==> src/rtl/mips_pkg.sv <==
// Shared definitions for the MIPS pipeline hazard logic:
// register-zero constant, mult/div sequencer state encoding and default latencies.
package mips_pkg;

  localparam logic [4:0] REG_ZERO = 5'd0;

  localparam int MULT_CYCLES_DEF = 4;
  localparam int DIV_CYCLES_DEF  = 32;

  typedef enum logic {
    IDLE = 1'b0,
    BUSY = 1'b1
  } md_state_e;

  // A producer register hits a consumer operand only when it is not $0.
  function automatic logic reg_hit(
    input logic [4:0] wr,
    input logic [4:0] rs,
    input logic [4:0] rt
  );
    return (wr != REG_ZERO) && ((wr == rs) || (wr == rt));
  endfunction

endpackage

==> src/rtl/muldiv_seq.sv <==
// HI/LO occupancy sequencer: a down-counter plus an IDLE/BUSY FSM,
// with a sticky flag for starts that arrive while the unit is occupied.
module muldiv_seq
  import mips_pkg::*;
#(
  parameter int MULT_CYCLES = MULT_CYCLES_DEF,
  parameter int DIV_CYCLES  = DIV_CYCLES_DEF,
  parameter int CNT_W       = 6
) (
  input  logic clk,
  input  logic reset,
  input  logic start,
  input  logic is_div,
  output logic busy,
  output logic done,
  output logic err
);

  md_state_e        state_q, state_d;
  logic [CNT_W-1:0] cnt_q, cnt_d;
  logic             err_q, err_d;

  // State, counter and error flag registers.
  always_ff @(posedge clk or posedge reset) begin
    if (reset) begin
      state_q <= IDLE;
      cnt_q   <= '0;
      err_q   <= 1'b0;
    end else begin
      state_q <= state_d;
      cnt_q   <= cnt_d;
      err_q   <= err_d;
    end
  end

  // Next state: load on an idle start, count down while busy.
  always_comb begin
    state_d = state_q;
    cnt_d   = cnt_q;
    err_d   = err_q;
    unique case (state_q)
      IDLE: begin
        if (start) begin
          state_d = BUSY;
          cnt_d   = is_div ? CNT_W'(DIV_CYCLES)
                           : CNT_W'(MULT_CYCLES);
        end
      end
      BUSY: begin
        if (start) err_d = 1'b1;
        if (cnt_q == CNT_W'(1)) begin
          state_d = IDLE;
          cnt_d   = '0;
        end else begin
          cnt_d = cnt_q - CNT_W'(1);
        end
      end
      default: begin
        state_d = IDLE;
        cnt_d   = '0;
      end
    endcase
  end

  // Outputs decoded from the registered state.
  always_comb begin
    busy = (state_q == BUSY);
    done = (state_q == BUSY) && (cnt_q == CNT_W'(1));
    err  = err_q;
  end

endmodule

==> src/rtl/pipeline_stall_ctrl.sv <==
// Stall/flush control for the 5-stage pipeline: catches load-use,
// decode-stage branch operand and HI/LO occupancy hazards.
module pipeline_stall_ctrl
  import mips_pkg::*;
#(
  parameter int MULT_CYCLES = MULT_CYCLES_DEF,
  parameter int DIV_CYCLES  = DIV_CYCLES_DEF,
  parameter int CNT_W       = 6
) (
  input  logic       clk,
  input  logic       reset,
  input  logic [4:0] rs_d,
  input  logic [4:0] rt_d,
  input  logic [4:0] rs_e,
  input  logic [4:0] rt_e,
  input  logic       branch_d,
  input  logic       pcsrc_d,
  input  logic       hilo_use_d,
  input  logic       memtoreg_e,
  input  logic       regwrite_e,
  input  logic [4:0] writereg_e,
  input  logic       memtoreg_m,
  input  logic [4:0] writereg_m,
  input  logic       muldiv_start_e,
  input  logic       muldiv_is_div_e,
  output logic       stall_f,
  output logic       stall_d,
  output logic       flush_d,
  output logic       flush_e,
  output logic       muldiv_busy,
  output logic       muldiv_done,
  output logic       muldiv_err
);

  logic lwstall;
  logic branchstall;
  logic hilostall;
  logic stall;
  logic ex_rs_unused;

  muldiv_seq #(
    .MULT_CYCLES(MULT_CYCLES),
    .DIV_CYCLES (DIV_CYCLES),
    .CNT_W      (CNT_W)
  ) u_seq (
    .clk   (clk),
    .reset (reset),
    .start (muldiv_start_e),
    .is_div(muldiv_is_div_e),
    .busy  (muldiv_busy),
    .done  (muldiv_done),
    .err   (muldiv_err)
  );

  // EX-stage sources belong to the forwarding unit, not to stalling.
  assign ex_rs_unused = ^{rs_e, rt_e};

  // Hazard detection and the resulting stall/flush controls.
  always_comb begin
    lwstall = memtoreg_e
            & reg_hit(writereg_e, rs_d, rt_d);
    branchstall = branch_d & (
        (regwrite_e & reg_hit(writereg_e, rs_d, rt_d))
      | (memtoreg_m & reg_hit(writereg_m, rs_d, rt_d)));
    hilostall = hilo_use_d & muldiv_busy;
    stall   = lwstall | branchstall | hilostall;
    stall_f = stall;
    stall_d = stall;
    flush_e = stall;
    // A redirect computed from stale operands must be discarded.
    flush_d = pcsrc_d & ~stall;
  end

endmodule

==> config.mk <==
export PLATFORM = sky130hd
export DESIGN_NAME = pipeline_stall_ctrl
export DESIGN_NICKNAME = d
export VERILOG_FILES = /design/src/rtl/mips_pkg.sv /design/src/rtl/muldiv_seq.sv /design/src/rtl/pipeline_stall_ctrl.sv
export SDC_FILE = /design/constraint.sdc
export NUM_CORES = 1
export LEC_CHECK = 0
export ABC_AREA = 1
export CORE_MARGIN = 1.5
export CORE_UTILIZATION = 39
export DETAILED_ROUTE_END_ITERATION = 12
export GPL_TIMING_DRIVEN = 0
export PLACE_DENSITY = 0.89
export SLEW_MARGIN = 10
export SYNTH_ARGS = -nofsm -noshare
export SYNTH_HDL_FRONTEND = slang
export SYNTH_HIERARCHICAL = 1
export SYNTH_SLANG_ARGS = --single-unit
==> constraint.sdc <==
create_clock -name clk -period 1.55 [get_ports clk]
set_input_delay 0.31 -clock clk [delete_from_list [all_inputs] [get_ports clk]]
set_output_delay 0.31 -clock clk [all_outputs]
set_load 0.005 [all_outputs]
==> impl_metrics.json, run 1 <==
{
  "dr.pass1.iters": 4,
  "grt-ovfl-total": 0,
  "slowest_delay_ps": 370,
  "clock-root-buffer": "clkbuf_4",
  "clk_pin_slew_ps": 60,
  "cts.sinks": 8,
  "tightest_slew_ps": 310.0,
  "syn2layout_area_growth_pct": 58.38,
  "rows": 17,
  "ys_seq_area_share_pct": 22.73,
  "synth_fa_ha_area_share_pct": 2.841,
  "synth_top_family_by_area": "simple AND/OR/NAND/NOR gates",
  "maxSlewHeadroom_pct": 79.31,
  "place.port_buffers": 36,
  "hold_slack_ps": 298.3,
  "maxSlewViolCount": 0,
  "p_int_w": 0.0008656,
  "start_util_pct": 40.60,
  "crit_arrival_ps": 1710,
  "crit_path_start_kind": "flip-flop",
  "antenna_cells": 0,
  "path_class": "reg -> reg",
  "violations": "negative setup slack",
  "synth_compound_area_share_pct": 7.670,
  "grt_pass1_vias": 957,
  "grtUsageTotal_pct": 18.84,
  "fmaxAchievable_mhz": 642.4,
  "finalSetupViolCount": 1,
  "syn_area_um2": 880.8,
  "ys_ff_latch": 8,
  "maxCapViolCount": 0,
  "synth_nets": 194,
  "drtAntennaViolNets": 0,
  "routedWlPerCell_um": 10.81,
  "die-area_mm2": 0.002553,
  "synthXorXnorAreaFrac_pct": 7.955,
  "syn_inst": 152,
  "grt_first_pass_wirelength_um": 3719,
  "finalSetupTns_ps": -6.689,
  "cts_tree": "built",
  "fin_nets": 243,
  "synth_cell_types": 24,
  "grt_max_degree": 9,
  "ir_drop_mv": 0.8601,
  "cts_buffers": 3,
  "synthSimpleGateAreaFrac_pct": 43.89,
  "dp_cells": 216,
  "cp_max_fo": 2,
  "antenna_found_initial": 0,
  "postLayoutSetupSlackWorst_ps": -6.689,
  "ff2ff_setup_slack_ps": -7,
  "drt_iter0_markers": 15,
  "via_count": 1037,
  "outcome": "complete, but fails checks",
  "critical_path_required_ps": 1700,
  "die_h_um": 50.53,
  "hp-class": "in -> async",
  "hpwl_um": 1763,
  "gp_congestion": 0.8250,
  "cts_hold_buffers": 0,
  "syn_avg_cell_area_um2": 5.795,
  "coreArea_mm2": 0.002170,
  "drive_gt1_share_pct": 35.68,
  "cellLeakagePower_nw": 0.7739,
  "clock_skew_ps": 2.532,
  "viasPerCell": 4.568,
  "stdcell_count": 227,
  "critical_path.slowest_cell": "dfrtp_1",
  "routed_wl_um": 2454,
  "hold_viol": 0,
  "min_period_ps": 1557,
  "period_share_pct": 100.4,
  "endpoint_kind": "flip-flop",
  "rsz0062_at_grt": "yes",
  "p_total_w": 0.001531,
  "fp.dieW_um": 50.53,
  "combPwrFrac_pct": 61.4,
  "route.detailed.drc": 0,
  "p_per_area_mw_per_mm2": 1097,
  "p_sw_share_pct": 43.47,
  "p_seq_share_pct": 27.8,
  "switchingPower_w": 0.0006655,
  "rr_endpoint": "u_seq/cnt_q[2]",
  "insertion_delay_ps": 260,
  "synthMuxAreaShare_pct": 0,
  "cts_max_level": 1,
  "cts_buffer_depth": 2,
  "cp-startpoint": "u_seq/cnt_q[1]",
  "rr_worst_depth": 10,
  "clockPowerShare_pct": 10.8,
  "ios": 47,
  "synth-warning-count": 6,
  "path_cells": "inv_2 -> buf_4 -> buf_4 -> ha_1 -> inv_1 -> nor2_1 -> o21ai_0 -> nand2_1 -> nand2_1 -> o21ai_2",
  "timing.rr.start": "u_seq/cnt_q[1]"
}
==> timing repair <==
action	in CTS	in global routing
buffers inserted	4	4
resized for setup	123	23
pin swaps	26	22
setup endpoints to repair	6	6
==> logic make-up (layout without fill, tap and decap cells) <==
logic type,Yosys count,in the layout
and+or+nand+nor,91,91
buffers and inverters,33,80
AOI/OAI and AO/OA,10,10
xor gates and xnor gates,8,8
DFF,8,8
adders and majority gates,2,2
==> layout by cell type (no fill, tap or decap) <==
master           Yosys  final
nand2_1             55     53
inv_1               26     18
inv_2                5     13
nor2_1              18     12
buf_6                0     11
buf_4                2     11
buf_2                0      9
nor2_2               2      7
nand3_1              8      7
clkdlybuf4s50_1      0      7
dfrtp_1              8      7
xnor2_1              5      5
nand2_2              2      4
clkdlybuf4s15_1      0      4
xor2_1               3      3
clkbuf_4             0      3
nor2_4               1      2
nand3_2              2      2
o21ai_0              2      2
o21ai_2              2      2
a21oi_1              1      1
o21bai_1             1      1
nor3_4               0      1
nand3_4              0      1
clkdlybuf4s15_2      0      1
buf_8                0      1
dlygate4sd2_1        0      1
dlymetal6s2s_1       0      1
nand4_1              1      1
a21oi_2              1      1
o22ai_1              1      1
o21ai_1              1      1
nor3_1               2      1
a21o_1               1      1
ha_1                 2      1
ha_4                 0      1
dfrtp_2              0      1
==> stage by stage <==
stage	worst slack [ps]	instance area, um2	util [%]
floorplan	263.3	880.8	-
finish	-6.689	1395	64.30
global placement	-842.7	1276	58.82
global route	-79.62	1395	64.30
detailed placement	-833.3	1276	58.82
CTS	0.2834	1309	60.32
==> layout make-up <==
cell class                      instances  area, um2
Clock buffer                            3      22.52
Multi-Input combinational cell        111      610.6
Tap cell                               28      35.03
Fill cell                             199      774.5
Buffer                                  2      22.52
Sequential cell                         8      201.4
Inverter                               31      116.4
Timing Repair Buffer                   44      386.6
==> synthesized netlist by cell type <==
master	instances	area, um2
o21ai_0	2	10.01
nor2_1	18	67.56
o22ai_1	1	6.260
inv_2	5	18.77
inv_1	26	97.59
nand3_2	2	20.02
nand4_1	1	6.260
ha_1	2	25.02
nand3_1	8	40.04
nor2_4	1	11.26
dfrtp_1	8	200.2
nand2_1	55	206.5
a21oi_2	1	8.760
buf_4	2	15.01
a21o_1	1	7.510
o21ai_1	1	5.000
nand2_2	2	12.51
o21bai_1	1	7.510
nor3_1	2	10.01
nor2_2	2	12.51
a21oi_1	1	5.000
o21ai_2	2	17.52
xnor2_1	5	43.79
xor2_1	3	26.28
==> state kept, by name (all words and copies together), names as in the netlist <==
name	cells
u_seq/err	1
u_seq/busy	1
u_seq/cnt_q	6
==> power by group through the flow <==
stage               Sequential [W]  Combinational (W)  Clock (W)
finish                    0.000426           0.000940   0.000165
global route              0.000432            0.00104   0.000180
CTS                       0.000422           0.000814   0.000171
detailed placement        0.000420           0.000758          0
global placement          0.000412           0.000732          0
floorplan                 0.000392           0.000507          0
==> worst max path at each step <==
| stage | end |
|---|---|
| after floorplan | stall_d |
| after detailed placement | stall_f |
| after global routing | stall_f |
| after global placement | flush_d |
| final | u_seq/cnt_q[2] |
| after CTS | stall_f |
==> worst max-delay path: cells and delay by family, from the launching register on <==
kind / cells / cell delay, ps
DFF: 1 / 370
AOI/OAI and AO/OA: 2 / 260
adders and majority gates: 1 / 180
and+or+nand+nor: 3 / 230
buffers and inverters: 4 / 420
==> routing by layer <==
layer / GRT usage (%) / share of wire (%) / vias to the layer above / routed length [um]
li1: - / - / 544 / -
met5: 0 / 0 / - / 0
met3: 2.976 / 3.2 / 2 / 79
met4: 6.757 / 0.69 / 0 / 17
met2: 37.06 / 56 / 27 / 1367
met1: 19.74 / 40 / 464 / 989
Note: power is estimated with default switching activity, not from simulation.
==> run 2: changes to the inputs <==
--- a/config.mk
+++ b/config.mk
@@ -8,6 +8,7 @@
 export ABC_AREA = 1
 export CORE_MARGIN = 1.5
 export CORE_UTILIZATION = 39
+export CTS_CLUSTER_DIAMETER = 30
 export DETAILED_ROUTE_END_ITERATION = 12
 export GPL_TIMING_DRIVEN = 0
 export PLACE_DENSITY = 0.89
==> results of run 2 <==
The final DEF is identical to that of run 1; final timing and power are the same.
